**src/rtl/wb_gpio_in.sv**
```systemverilog
// Wishbone classic slave for external input pins: synchroniser, per-bit edge detection,
// write-1-to-clear event status and a level interrupt for the CPU irq vector.
module wb_gpio_in #(
  parameter int WIDTH       = 32,
  parameter int SYNC_STAGES = 2
) (
  input  logic             clk_i,
  input  logic             rst_i,
  input  logic             wb_cyc_i,
  input  logic             wb_stb_i,
  input  logic             wb_we_i,
  input  logic [31:0]      wb_adr_i,
  input  logic [31:0]      wb_dat_i,
  input  logic [3:0]       wb_sel_i,
  output logic [31:0]      wb_dat_o,
  output logic             wb_ack_o,
  input  logic [WIDTH-1:0] gpio_i,
  output logic             irq_o
);

  localparam logic [1:0] ADDR_DATA    = 2'd0;
  localparam logic [1:0] ADDR_RISE_EN = 2'd1;
  localparam logic [1:0] ADDR_FALL_EN = 2'd2;
  localparam logic [1:0] ADDR_STATUS  = 2'd3;

  logic [WIDTH-1:0] sync_q [SYNC_STAGES];
  logic [WIDTH-1:0] sync;
  logic [WIDTH-1:0] prev_q;
  logic [WIDTH-1:0] rise_en_q;
  logic [WIDTH-1:0] fall_en_q;
  logic [WIDTH-1:0] status_q;

  logic             req;
  logic             wr;
  logic [1:0]       reg_sel;
  logic [31:0]      lane_mask;
  logic [31:0]      masked_dat;
  logic [WIDTH-1:0] wmask;
  logic [WIDTH-1:0] wdata;
  logic [WIDTH-1:0] clr;
  logic [WIDTH-1:0] rise;
  logic [WIDTH-1:0] fall;
  logic [31:0]      rd_data;
  logic             unused_adr;

  assign sync    = sync_q[SYNC_STAGES-1];
  assign reg_sel = wb_adr_i[3:2];

  // A request is accepted on the edge that raises ack; ack itself blocks re-acceptance.
  assign req = wb_cyc_i & wb_stb_i & ~wb_ack_o;
  assign wr  = req & wb_we_i;

  assign lane_mask  = {{8{wb_sel_i[3]}}, {8{wb_sel_i[2]}}, {8{wb_sel_i[1]}}, {8{wb_sel_i[0]}}};
  assign masked_dat = wb_dat_i & lane_mask;
  assign wmask      = lane_mask[WIDTH-1:0];
  assign wdata      = masked_dat[WIDTH-1:0];

  assign clr  = (wr && reg_sel == ADDR_STATUS) ? wdata : '0;
  assign rise = sync & ~prev_q & rise_en_q;
  assign fall = ~sync & prev_q & fall_en_q;

  assign unused_adr = ^{wb_adr_i[31:4], wb_adr_i[1:0]};

  always_comb begin
    rd_data = '0;
    unique case (reg_sel)
      ADDR_DATA:    rd_data[WIDTH-1:0] = sync;
      ADDR_RISE_EN: rd_data[WIDTH-1:0] = rise_en_q;
      ADDR_FALL_EN: rd_data[WIDTH-1:0] = fall_en_q;
      ADDR_STATUS:  rd_data[WIDTH-1:0] = status_q;
      default:      rd_data = '0;
    endcase
  end

  always_ff @(posedge clk_i) begin
    if (rst_i) begin
      for (int i = 0; i < SYNC_STAGES; i++) sync_q[i] <= '0;
      prev_q    <= '0;
      rise_en_q <= '0;
      fall_en_q <= '0;
      status_q  <= '0;
      irq_o     <= 1'b0;
      wb_ack_o  <= 1'b0;
      wb_dat_o  <= '0;
    end else begin
      sync_q[0] <= gpio_i;
      for (int i = 1; i < SYNC_STAGES; i++) sync_q[i] <= sync_q[i-1];
      prev_q <= sync;

      // New events are OR-ed in after the clear so a same-cycle set wins.
      status_q <= (status_q & ~clr) | rise | fall;
      irq_o    <= |status_q;

      wb_ack_o <= req;
      if (req) wb_dat_o <= rd_data;

      if (wr && reg_sel == ADDR_RISE_EN) rise_en_q <= (rise_en_q & ~wmask) | wdata;
      if (wr && reg_sel == ADDR_FALL_EN) fall_en_q <= (fall_en_q & ~wmask) | wdata;
    end
  end

endmodule

```
**config.mk**
```make
export PLATFORM = sky130hd
export DESIGN_NAME = wb_gpio_in
export DESIGN_NICKNAME = d
export VERILOG_FILES = /design/src/rtl/wb_gpio_in.sv
export SDC_FILE = /design/constraint.sdc
export NUM_CORES = 1
export LEC_CHECK = 0
export ABC_AREA = 1
export ABC_CLOCK_PERIOD_IN_PS = 3950
export CAP_MARGIN = 20
export CORE_MARGIN = 5
export CORE_UTILIZATION = 50
export CTS_BUF_LIST = sky130_fd_sc_hd__clkbuf_16
export CTS_CLUSTER_DIAMETER = 40
export CTS_CLUSTER_SIZE = 20
export DETAILED_ROUTE_END_ITERATION = 8
export PLACE_DENSITY = 0.74
export RECOVER_POWER = 50
export SETUP_SLACK_MARGIN = 0.4
export SYNTH_ARGS = -nofsm -noshare
export SYNTH_HDL_FRONTEND = slang
export SYNTH_SLANG_ARGS = --single-unit
```
**constraint.sdc**
```tcl
create_clock -name clk_i -period 3.95 [get_ports clk_i]
set_input_delay 0.5925 -clock clk_i [delete_from_list [all_inputs] [get_ports clk_i]]
set_output_delay 0.5925 -clock clk_i [all_outputs]
set_load 0.02 [all_outputs]
```
* Word-level counts from Yosys, hierarchy flattened
Memory sizes are Yosys's and may differ from the RTL's.
Index checks and enable logic that the tools add are counted.
** Word-level totals
- Register bits :: 162
- Latch bits :: 0
- Memory bits (writable) :: 64
- ROM bits :: 0
- Output and inout port bits :: 34
- Word-level logic and storage cells :: 45
- Memories kept :: 1
** Operators by class
- $add $sub $neg :: 0
- Multiply operators :: 0
- Div/mod/pow operators :: 0
- $lt $le $gt $ge :: 0
- Equality and inequality tests :: 3
- Shift operators :: 0
- Multiplexer cells :: 7
- Bitwise operators :: 22
- Reductions and logical operators :: 5
** Memories
- sync_q :: words 2, bits a word 32, read ports 2, clocked after Yosys merged registers in 0, write ports 2, RTL line 26 : logic [WIDTH-1:0] sync_q [SYNC_STAGES];
** Operators by type and width (count)
- 32-bit AND :: 8
- 32-bit NOT :: 4
- 32-bit bitwise OR :: 4
- 32-bit one-hot mux with 4 select lines :: 1
- 32-bit 2-to-1 mux :: 3
- 32-bit OR reduction :: 1
- 2-bit == test (second input constant) :: 2
- 1-bit AND :: 3
- 1-bit logical AND :: 3
- 1-bit 2-to-1 mux :: 3
- 2-bit by 1-bit == test with 1-bit output (second input constant) :: 1
- 2-bit logical NOT :: 1
- 1-bit bitwise OR :: 2
- 1-bit NOT :: 1

* Depth between registers and ports, before layout
- Depth in word-level cells :: 9
- Depth in mapped cells :: 7

* Least setup slack after synthesis
Ideal clock, no wire load.
- Path kind :: input port to flip-flop
- Start point :: in wb_sel_i[1]
- End point :: reg status_q[12]
- Setup time :: 0.132 ns
- Arrival :: 1.483 ns
- Slack :: 2.334 ns
- Stages on the path :: 7
- Path through :: clkbuf_1 > clkbuf_1 > nand2_1 > inv_1 > nand4_1 > nand2_1 > a21oi_1
** Between the ends
- Word-level cells in the longest chain between the ends :: 6
** Ends and longest elaborated chain
- start, declared :: RTL line 14 : input logic [3:0] wb_sel_i,
- 32-bit AND :: RTL line 54 : assign masked_dat = wb_dat_i & lane_mask;
- 32-bit 2-to-1 mux :: RTL line 58 : assign clr = (wr && reg_sel == ADDR_STATUS) ? wdata : '0;
- 32-bit NOT :: RTL line 91 : status_q <= (status_q & ~clr) | rise | fall;
- 32-bit AND :: RTL line 91
- 32-bit bitwise OR (2 in series) :: RTL line 91
- end signal, assigned :: RTL line 91
- end, declared :: RTL line 31 : logic [WIDTH-1:0] status_q;
No other way between the ends.
A chain may end at the register's enable or synchronous reset.

==> results.sh <==
export IMPL_io_pins=139
export IMPL_cts_tree="done"
export IMPL_area_growth_pct=25.9
export IMPL_coreArea_um2=19300
export IMPL_critPathKind="input pin to register"
export IMPL_yosysTopAreaCellShare_pct=46.5
export IMPL_syn_area_um2=9730
export IMPL_grt_use_total_pct=22.5
export IMPL_synth_top_cell_by_area="dfxtp_1"
export IMPL_min_period_ps=2990
export IMPL_rsz0062_at_grt="no"
export IMPL_routed_via_density=5.02
export IMPL_cp_startpoint="wb_stb_i"
export IMPL_synth_distinct_cells=18
export IMPL_worstPathMaxFanout=30
export IMPL_rr_worst_depth=6
export IMPL_cts_setup_buffers=0
export IMPL_antenna_cells=0
export IMPL_intPower_mw=4.74
export IMPL_violations="capacitance limit, slew limit"
export IMPL_grt_overflow=0
export IMPL_multi_input_area_um2=3990
export IMPL_final_common_cell="nand2_1"
export IMPL_max_cap_viol_count=3
export IMPL_regArea_um2=4520
export IMPL_p_sw_mw=1.47
export IMPL_port_buffers=108
export IMPL_hold_path_class="register to register"
export IMPL_yosysWarnings=0
export IMPL_finalHoldViolations=0
export IMPL_fin_tns_setup_ps=0
export IMPL_nFillCells=1711
export IMPL_grt_pass1_wl_um=41500
export IMPL_synthTopCellsByArea="dfxtp_1 (47%), nand2_1 (15%), nor2_1 (8.9%)"
export IMPL_start_util_pct=50.3
export IMPL_p_leak_nw=5.58
export IMPL_place_inst=1742
export IMPL_max_freq_mhz=334
export IMPL_cts_resized=0
export IMPL_drv_slew=196
export IMPL_drc=0
export IMPL_cp_data_arrival_time_ps=3400
export IMPL_p_per_area_nw_per_um2=507
export IMPL_fin_crit_sh_pct=75.7
export IMPL_start_kind="input pin"
export IMPL_cts_root_buf="clkbuf_16"
export IMPL_seq_area_frac_synth_pct=46.5
export IMPL_p_clk_share_pct=52.7
export IMPL_fin_cells=1805
export IMPL_regToRegStartpoint="wb_ack_o$_SDFF_PP0_"
export IMPL_critPathSlowestCell="nor2_1"
export IMPL_required_ps=4350
export IMPL_end_kind="register"
export IMPL_grt_pass1_vias=8624
export IMPL_path_common_cell="nand2_1"
export IMPL_grt_start_max_net_pins=93
export IMPL_mostFrequentLayoutCells="nand2_1 (381), nor2_1 (232), inv_1 (230)"
export IMPL_layout_nets=1619
export IMPL_clk_pin_slew_worst_paths_ps=60
export IMPL_slew_headroom_pct=-26.7
export IMPL_status="complete, but fails checks"
export IMPL_clock_sinks=226
export IMPL_drtPass1Iterations=6
export IMPL_clock_latency_ps=500
export IMPL_max_stage_delay_ps=1130
export IMPL_cts_inserted_buffers=34
export IMPL_vias=9060
export IMPL_synthCells=1425
export IMPL_die_w_um=149
export IMPL_rows=51
export IMPL_switching_share_pct=23.7
export IMPL_combPwrFrac_pct=8.4
export IMPL_syn_num_nets=1530
export IMPL_synth_seq_cells=226
export IMPL_sequentialPowerShare_pct=38.9
export IMPL_finalSetupViolCount=0
export IMPL_gp_congestion=0.819
export IMPL_wl_per_cell_um=13.8
export IMPL_r2r_slack_ps=1300
export IMPL_die_area_um2=22300
export IMPL_synth_area_per_cell_um2=6.82
export IMPL_drive_gt1_share_pct=6.30
export IMPL_clk_path_buf_depth=3
export IMPL_fin_skew_ps=19.5
export IMPL_tightest_slew_ps=1900
export IMPL_routed_wl_um=25000
export IMPL_postCtsHoldBufs=0
export IMPL_place_hpwl_um=15200
export IMPL_drtAntennaViolNets=0
export IMPL_path_cells="dlygate4sd3_1 -> nand2_1 -> nor2_1 -> buf_4 -> nand4_4 -> nand2_1 -> nand2_1 -> nor2_1"
export IMPL_ir_drop_mv=0.370
export IMPL_die_h_um=149
export IMPL_drt_iter0_drc=710
export IMPL_antenna_found_initial=0
export IMPL_totalPowerFinal_mw=6.21
export IMPL_htree_levels=2
worst min path at each step:
stage	from	to	depth (start not counted)
after floorplan	sync_q[0][0]$_SDFF_PP0_	sync_q[0][32]$_SDFF_PP0_	2
after global placement	sync_q[0][10]$_SDFF_PP0_	sync_q[0][42]$_SDFF_PP0_	2
after global routing	sync_q[0][29]$_SDFF_PP0_	sync_q[0][61]$_SDFF_PP0_	2
final	sync_q[0][4]$_SDFF_PP0_	sync_q[0][36]$_SDFF_PP0_	2
after CTS	rst_i	sync_q[0][10]$_SDFF_PP0_	2
after detailed placement	sync_q[0][2]$_SDFF_PP0_	sync_q[0][34]$_SDFF_PP0_	2
cell type report:
cell class,instances,area share (%)
Sequential cell,226,37.0
Multi-Input combinational cell,890,32.6
Timing Repair Buffer,131,10.4
Clock buffer,37,7.56
Inverter,231,7.08
Clock inverter,25,2.72
Tap cell,265,2.71
synthesized netlist by cell type (all sizes together):
| master | instances |
|---|---|
| a21oi | 40 |
| buf | 34 |
| clkbuf | 44 |
| dfxtp | 226 |
| inv | 231 |
| nand2 | 381 |
| nand3 | 9 |
| nand4 | 104 |
| nor2 | 236 |
| o211ai | 24 |
| o21ai | 96 |
power groups by stage:
| stage | logic [mW] | clock network (mW) | registers (mW) |
|---|---|---|---|
| finish | 0.521 | 3.27 | 2.41 |
| global route | 0.579 | 3.43 | 2.42 |
| detailed placement | 0.520 | 0 | 2.46 |
| CTS | 0.526 | 3.33 | 2.41 |
| floorplan | 0.279 | 0 | 2.48 |
| global placement | 0.514 | 0 | 2.46 |
routing by layer:
metal / up-vias / share of wire (%) / track usage, %
met5: - / 0 / 0
met4: 0 / 2.4 / 8.47
met3: 51 / 7.4 / 4.57
met2: 298 / 46 / 36.3
met1: 4110 / 44 / 29.9
li1: 4601 / - / -
critical path, delay by kind of cell:
kind | cells | cell delay (ps)
buf+inv | 2 | 1050
simple gates | 6 | 1730
metrics by stage:
step / hold slack [ps] / util (%) / instance area, um2 / worst slack, ps
2_1_floorplan: 388 / - / 9730 / 2330
3_3_place_gp: 389 / 56.8 / 11000 / 1150
3_5_place_dp: 392 / 56.8 / 11000 / 1130
4_1_cts: 371 / 63.3 / 12200 / 1630
5_1_grt: 407 / 63.3 / 12200 / 718
6_report: 395 / 63.3 / 12200 / 958
cells by family (layout without fill, tap and decap cells):
kind of cell	count (synthesis)	after routing	share of synthesized area (%)
AOI/OAI and AO/OA	160	160	8.85
and+or+nand+nor	730	730	32.3
buffers and inverters	309	424	12.4
DFF	226	226	46.5
Power figures use the tool's default switching activity.
